<file path="src/rtl/wptr_full_if.sv">
// Write-side pointer bus between the write-domain user/RAM and wptr_full.
//   winc          write request for this cycle
//   wq2_read_ptr  Gray read pointer, already synchronized into wclk
//   waddr         RAM write address (binary write pointer without its MSB)
//   wptr          registered Gray write pointer toward the read-side synchronizer
//   wfull         FIFO full
//   walmost_full  free entries at or below the almost-full margin
//   wlevel        occupancy seen from the write side, 0..DEPTH
//   wovf          sticky overflow (write attempted while full)
// master: the side that requests writes; slave: wptr_full itself.
interface wptr_full_if #(
  parameter int unsigned ADDRESS_BITS = 9
);
  logic                    winc;
  logic [ADDRESS_BITS:0]   wq2_read_ptr;
  logic [ADDRESS_BITS-1:0] waddr;
  logic [ADDRESS_BITS:0]   wptr;
  logic                    wfull;
  logic                    walmost_full;
  logic [ADDRESS_BITS:0]   wlevel;
  logic                    wovf;

  modport master (
    output winc, wq2_read_ptr,
    input  waddr, wptr, wfull, walmost_full, wlevel, wovf
  );

  modport slave (
    input  winc, wq2_read_ptr,
    output waddr, wptr, wfull, walmost_full, wlevel, wovf
  );
endinterface

</file>
<file path="src/rtl/wptr_full.sv">
// Async FIFO write-side pointer and flag generator, entirely in the wclk domain.
// Counts accepted writes, drives the RAM write address, publishes a Gray write
// pointer, and derives full / almost-full / level / overflow from the
// synchronized Gray read pointer.
//   wclk  write-domain clock
//   wrst  asynchronous active-low reset
//   bus   wptr_full_if slave modport (winc, wq2_read_ptr in; status out)
module wptr_full #(
  parameter int unsigned ADDRESS_BITS       = 9,
  parameter int unsigned ALMOST_FULL_MARGIN = 4
) (
  input  logic         wclk,
  input  logic         wrst,
  wptr_full_if.slave   bus
);

  localparam int unsigned A         = ADDRESS_BITS;
  localparam int unsigned PTR_W     = ADDRESS_BITS + 1;
  localparam int unsigned DEPTH     = 1 << ADDRESS_BITS;
  localparam int unsigned AF_THRESH = DEPTH - ALMOST_FULL_MARGIN;

  logic [PTR_W-1:0] wbin_q, wbin_d;
  logic [PTR_W-1:0] wptr_q, wptr_d;
  logic [PTR_W-1:0] wlevel_q, wlevel_d;
  logic             wfull_q, wfull_d;
  logic             walmost_full_q, walmost_full_d;
  logic             wovf_q, wovf_d;

  logic             we_c;
  logic [PTR_W-1:0] rbin_c;
  logic [PTR_W-1:0] full_ptr_c;

  // Next-state: pointer advance, read-pointer decode and flag computation
  always_comb begin
    we_c           = 1'b0;
    rbin_c         = '0;
    full_ptr_c     = '0;
    wbin_d         = wbin_q;
    wptr_d         = wptr_q;
    wlevel_d       = wlevel_q;
    wfull_d        = wfull_q;
    walmost_full_d = walmost_full_q;
    wovf_d         = wovf_q;

    // Writes while full are dropped; pointer, address and wptr hold
    we_c = bus.winc & ~wfull_q;

    // Gray-to-binary: each bit is the XOR of itself and all higher bits
    for (int i = 0; i < int'(PTR_W); i++) begin
      rbin_c[i] = ^(bus.wq2_read_ptr >> i);
    end

    wbin_d = wbin_q + PTR_W'(we_c);
    wptr_d = (wbin_d >> 1) ^ wbin_d;

    // Full when write is exactly one lap ahead: top two Gray bits inverted
    full_ptr_c = {~bus.wq2_read_ptr[A:A-1], bus.wq2_read_ptr[A-2:0]};
    wfull_d    = (wptr_d == full_ptr_c);

    wlevel_d       = wbin_d - rbin_c;
    walmost_full_d = (wlevel_d >= PTR_W'(AF_THRESH));
    wovf_d         = wovf_q | (bus.winc & wfull_q);
  end

  // State registers
  always_ff @(posedge wclk or negedge wrst) begin
    if (!wrst) begin
      wbin_q         <= '0;
      wptr_q         <= '0;
      wlevel_q       <= '0;
      wfull_q        <= 1'b0;
      walmost_full_q <= 1'b0;
      wovf_q         <= 1'b0;
    end else begin
      wbin_q         <= wbin_d;
      wptr_q         <= wptr_d;
      wlevel_q       <= wlevel_d;
      wfull_q        <= wfull_d;
      walmost_full_q <= walmost_full_d;
      wovf_q         <= wovf_d;
    end
  end

  // Outputs come straight from registers; waddr drops the lap bit
  assign bus.waddr        = wbin_q[A-1:0];
  assign bus.wptr         = wptr_q;
  assign bus.wfull        = wfull_q;
  assign bus.walmost_full = walmost_full_q;
  assign bus.wlevel       = wlevel_q;
  assign bus.wovf         = wovf_q;

endmodule

</file>
<file path="src/flat_wrapper.sv">
// flat-port wrapper written by rule: the top's interface ports become plain ports
module wptr_full_flat 
#(
  parameter int unsigned ADDRESS_BITS       = 9,
  parameter int unsigned ALMOST_FULL_MARGIN = 4
)
  (wclk, wrst, bus_winc, bus_wq2_read_ptr, bus_waddr, bus_wptr, bus_wfull, bus_walmost_full, bus_wlevel, bus_wovf);
  wptr_full_if #(.ADDRESS_BITS(ADDRESS_BITS)) bus_i ();
  input  logic wclk;
  input  logic wrst;
  input wire logic [$bits(bus_i.winc)-1:0] bus_winc;
  input wire logic [$bits(bus_i.wq2_read_ptr)-1:0] bus_wq2_read_ptr;
  output wire logic [$bits(bus_i.waddr)-1:0] bus_waddr;
  output wire logic [$bits(bus_i.wptr)-1:0] bus_wptr;
  output wire logic [$bits(bus_i.wfull)-1:0] bus_wfull;
  output wire logic [$bits(bus_i.walmost_full)-1:0] bus_walmost_full;
  output wire logic [$bits(bus_i.wlevel)-1:0] bus_wlevel;
  output wire logic [$bits(bus_i.wovf)-1:0] bus_wovf;
  assign bus_i.winc = bus_winc;
  assign bus_i.wq2_read_ptr = bus_wq2_read_ptr;
  assign bus_waddr = bus_i.waddr;
  assign bus_wptr = bus_i.wptr;
  assign bus_wfull = bus_i.wfull;
  assign bus_walmost_full = bus_i.walmost_full;
  assign bus_wlevel = bus_i.wlevel;
  assign bus_wovf = bus_i.wovf;
  wptr_full #(.ADDRESS_BITS(ADDRESS_BITS), .ALMOST_FULL_MARGIN(ALMOST_FULL_MARGIN)) u_core (.wclk(wclk), .wrst(wrst), .bus(bus_i));
endmodule
</file>
<file path="config.mk">
export PLATFORM = sky130hd
export DESIGN_NAME = wptr_full_flat
export DESIGN_NICKNAME = d
export VERILOG_FILES = /design/src/rtl/wptr_full_if.sv /design/src/rtl/wptr_full.sv /design/src/flat_wrapper.sv
export SDC_FILE = /design/constraint.sdc
export NUM_CORES = 1
export LEC_CHECK = 0
export ABC_AREA = 1
export CAP_MARGIN = 20
export CORE_UTILIZATION = 48
export CTS_BUF_LIST = sky130_fd_sc_hd__clkbuf_4
export DETAILED_ROUTE_END_ITERATION = 6
export PLACE_DENSITY = 0.76
export SLEW_MARGIN = 30
export SYNTH_ARGS = -nofsm -noshare
export SYNTH_HDL_FRONTEND = slang
export SYNTH_SLANG_ARGS = --single-unit
</file>
<file path="constraint.sdc">
create_clock -name wclk -period 2.35 [get_ports wclk]
set_input_delay 0.47 -clock wclk [delete_from_list [all_inputs] [get_ports wclk]]
set_output_delay 0.47 -clock wclk [all_outputs]
set_load 0.01 [all_outputs]
</file>
Word level (Yosys, flattened, before mapping)
Index checks and enable logic that the tools add are counted.
{"block": "op_classes", "addsub": 2, "n_lt_le_gt_ge": 1, "n_eq_ne": 1, "n_bitwise": 6, "reduce_logical": 10}
{"op": "10-bit XOR reduction", "count": 10}
{"op": "10-bit by 1-bit adder with 10-bit output", "count": 1}
{"op": "10-bit equality test", "count": 1}
{"op": "10-bit by 9-bit greater-or-equal comparator with 1-bit output (second input constant)", "count": 1}
{"op": "10-bit subtractor", "count": 1}
{"op": "9-bit by 10-bit bitwise XOR with 10-bit output", "count": 1}
{"op": "1-bit bitwise AND", "count": 2}
{"op": "2-bit NOT", "count": 1}
{"op": "1-bit NOT", "count": 1}
{"op": "1-bit bitwise OR", "count": 1}
{"block": "word_totals", "regBits": 33, "in_bits": 13, "output_inout_bits": 32, "elab_cells": 26}

Longest topological paths before layout
{"block": "depth", "depth_word": 5, "mapped_depth": 24}

Least setup slack after synthesis
OpenSTA, ideal clock, no wires.
{"block": "synth_timing", "kind": "input -> register", "start": "in bus_winc", "end": "reg u_core.walmost_full_q, in the netlist u_core.bus.walmost_full", "setup_time_ns": 0.065, "t_arrival_ns": 2.483, "required_ns": 2.285, "setup_slack_ns": -0.198, "path_stages": 17, "path_cell_list": "inv_1 -> nor2_1 -> ha_1 -> nand3_2 -> nor2_2 -> nand2_1 -> xor2_1 -> ha_1 -> nand2_1 -> nor2_1 -> a211oi_1 -> nand2_1 -> nand2_1 -> nand2_1 -> nor2_1 -> nand3_1 -> nand2_1"}
{"block": "synth_between", "elab_chain_len": 4}
{"item": "start: declaration", "line": "flat_wrapper.sv:11", "source": "input wire logic [$bits(bus_i.winc)-1:0] bus_winc;"}
{"item": "1-bit bitwise AND", "line": "wptr_full.sv:46", "source": "we_c = bus.winc & ~wfull_q;"}
{"item": "10-bit by 1-bit adder with 10-bit output", "line": "wptr_full.sv:53", "source": "wbin_d = wbin_q + PTR_W'(we_c);"}
{"item": "via u_core.wbin_d[7]", "line": "wptr_full.sv:22", "source": "logic [PTR_W-1:0] wbin_q, wbin_d;"}
{"item": "10-bit subtractor", "line": "wptr_full.sv:60", "source": "wlevel_d = wbin_d - rbin_c;"}
{"item": "10-bit by 9-bit greater-or-equal comparator with 1-bit output", "line": "wptr_full.sv:61", "source": "walmost_full_d = (wlevel_d >= PTR_W'(AF_THRESH));"}
{"item": "via u_core.walmost_full_d", "line": "wptr_full.sv:26", "source": "logic walmost_full_q, walmost_full_d;"}
{"item": "end signal: assignment", "line": "wptr_full.sv:79", "source": "walmost_full_q <= walmost_full_d;"}
{"item": "end: declaration", "line": "wptr_full.sv:26"}
The timed path passes the listed nets, and every way through them passes these cells.

Final worst setup path
Ends and elaborated chain as after synthesis.

==> flow_summary.toml <==
[critical_path]
worst-path-max-fanout = 4
reg2reg_depth = 17
path_cells = "clkdlybuf4s15_2, inv_8, nor2_4, ha_4, ha_4, nand2_4, nor2_4, nand2_2, nand2_2, inv_2, ha_4, nand2_1, nor2_1, nand2_1, nand3_1, nand2_2, nor2_1, nand3_1, nand2_1"
timing.rr.start = "u_core.bus.wfull"
cp.arrival_ns = 2.85
critPathBufInv = 3
crit_type = "in -> reg"
critical_path_depth = 19
critical-path-max-stage-delay_ns = 0.29
setup.worst_path.start_class = "primary input"
cp_top_family = "simple AND/OR/NAND/NOR gates"
critPathSlowestCell = "ha_4"
critPathRequiredTime_ns = 2.63
end_kind = "register"
setup.worst_path.start = "bus_winc"

[synth]
yosys-top-cells-count = "88 x nand2_1, 36 x inv_1, 32 x dfrtp_1, 19 x xor2_1, 18 x nand3_1"
syn_area_sq_mm = 0.00226
postSynthAreaPerCell_sq_um = 7.83
synth_edf_count = 0
ys_seq_area_share_pct = 35.4
synth_flop_cell = "dfrtp_1"
synth-compound-area-share_pct = 4.37
synth.top_cell.area_share_pct = 35.4
netlist_instances = 289
async_flop_share_pct = 100
yosysWarnings = 0
synth_top_family_by_area = "simple AND/OR/NAND/NOR gates"
synth_area_leaders = "dfrtp_1 35%, nand2_1 15%, xor2_1 7.4%"
syn_nets = 313
yosys.area_share.simple_pct = 33.2
yosys_register_bits = 32
yosysMostFrequentCell = "nand2_1"
synth_top_area_cell = "dfrtp_1"
synth_cell_types = 34
synthMuxAreaShare_pct = 0
synth_fa_ha_area_share_pct = 6.08
synthXorXnorAreaFrac_pct = 12.9

[global_route]
globalRoute.totalOverflow = 0
grt_max_degree = 33
antenna_found_initial = 0
track_usage_pct = 26.0
grt_pass1_wl_um = 10100
grt_pass1_vias = 2239

[die]
pin_count = 45
fp-row-count = 24
coreArea_sq_mm = 0.00444
die_x_um = 70.7
dieHeight_um = 70.7
initial_utilization_pct = 50.9
die-area_sq_mm = 0.00499

[run_status]
status = "finished with violations"
violations = "DRC, setup timing"

[cts]
clock-root-buffer = "clkbuf_4"
cts-buffers-inserted = 5
cts_tree = "built"
clkTransAtPathRegs_ns = 0.10
cts_buffer_depth = 2
cts.htree.levels = 2
insertion_delay_ns = 0.33
clkSinkCount = 32

[sta]
slew_viol_final = 0
max_freq_mhz = 389
rsz0062_at_grt = "yes"
finClkSkew_ns = 0.00768
min_period_ns = 2.57
fin_crit_sh_pct = 109
setup_viol = 5
maxSlewHeadroom_pct = 68.9
worst_pin_slew_ns = 0.465
worst_slack_ns = -0.218
finalHoldViolations = 0

[min_path]
min_path_cells = 1
holdCritPathClass = "reg -> reg"
min_from = "u_core.bus.wovf"

[routing]
wl_per_cell_um = 15.9
drt_wl_total_um = 7380
vias_per_cell = 5.29
via_count = 2460
first_pass_iters = 6
first_iter_violations = 142
drtAntennaViolNets = 0
drc_errors = 5

[place]
post_dp_cell_area_sq_mm = 0.00329
portBuffers = 44
gp_congestion = 0.863
hpwl_um = 4690

[power_and_ir_drop]
peakVddDrop_v = 0.000545
power_leakage_nw = 1.87
power_density_mw_per_mm2 = 1450

[final_layout]
nets = 437
multi_input_area_sq_mm = 0.00157
final_util_pct = 82.0
antennaDiodeCount = 0
regArea_sq_um = 801
layout-drive-gt1-share_pct = 43.6
syn2layout_area_growth_pct = 61.1
n_fill_cell = 265
fin_area_sq_mm = 0.00364

[job]
maxCapViolations = 0
==> flip-flops by register name, summed over array words and instances (netlist names) <==
register                 count
u_core.bus.wlevel           10
u_core.wbin_q               10
u_core.bus.wptr              9
u_core.bus.walmost_full      1
u_core.bus.wfull             1
u_core.bus.wovf              1
==> kinds of logic after synthesis <==
group / Yosys count
xor+xnor: 29
flops: 32
buf+inv: 46
compound gates: 16
fa+ha+maj: 11
simple gates: 155
==> cell usage in the layout (no fill, tap or decap), types with 5 or more instances in the layout <==
cell type,instances
dfrtp_1,32
xor2_2,6
nor2_1,8
nand2_1,74
inv_1,27
clkbuf_4,6
inv_2,15
clkdlybuf4s50_1,33
buf_4,72
clkbuf_2,5
ha_4,7
nand3_1,15
xor2_1,15
nor2_4,5
nand2_2,29
nand3_2,6
==> layer usage <==
layer	share of wire [%]	GRT usage (%)	vias up
met5	0	0	-
met3	4.4	3.28	38
li1	-	-	1136
met4	3.8	9.78	0
met1	39	32.8	1167
met2	53	46.0	119
==> cell type report <==
class | instances | area share [%]
Clock inverter | 1 | 0.137
Inverter | 45 | 4.91
Multi-Input combinational cell | 211 | 43.1
Tap cell | 52 | 1.79
Clock buffer | 6 | 1.24
Timing Repair Buffer | 118 | 26.9
Sequential cell | 32 | 22.0
==> what timing repair did <==
| item | 4_1_cts | 5_1_grt |
|---|---|---|
| gates resized for setup | 35 | 39 |
| pin swaps | 16 | 28 |
| cloned | 0 | 0 |
| buffers inserted | 4 | 8 |
| setup endpoints to repair | 9 | 6 |
| hold endpoints to repair | 0 | 0 |
| hold buffers | 0 | 0 |
==> worst register-to-register path, stage by stage (launching register included) <==
cell and delay (ns):
dfrtp_1 0.42, nor2_4 0.12, ha_4 0.17, ha_4 0.16, nand2_4 0.06, nor2_4 0.14, nand2_2 0.10, nand2_2 0.10
inv_2 0.06, ha_4 0.29, nand2_1 0.13, nor2_1 0.18, nand2_1 0.15, nand3_1 0.13, nand2_2 0.07, nor2_1 0.10
nand3_1 0.07, nand2_1 0.07
==> final timing paths <==
| path | slack [ns] | endpoint |
|---|---|---|
| hold / removal | 0.49 | u_core.bus.wovf |
| max in group asynchronous | 1.51 | u_core.wbin_q[5] |
| setup / recovery | -0.22 | u_core.bus.walmost_full |
| setup reg to reg | -0.21 | u_core.bus.walmost_full |
| min in group asynchronous | 0.54 | u_core.bus.wptr[6] |
| hold reg to reg | 0.49 | u_core.bus.wovf |
==> where the power goes <==
part           internal (mW)  switching, mW
Combinational           1.98           2.01
Clock                  0.122          0.187
Sequential             0.815          0.158
==> stage by stage <==
stage          total power, mW  worst slack, ns  instances  hold WS, ns  setup TNS (ns)
3_5_place_dp              4.28           -0.805        446        0.451           -7.37
2_1_floorplan             2.61          -0.0515        289        0.174         -0.0911
5_1_grt                   5.54           -0.349        465        0.489           -1.34
3_3_place_gp              4.20           -0.734        446        0.449           -6.52
4_1_cts                   4.81          -0.0291        457        0.471         -0.0291
6_report                  5.27           -0.218        465        0.488          -0.805
Power figures use the tool's default switching activity.
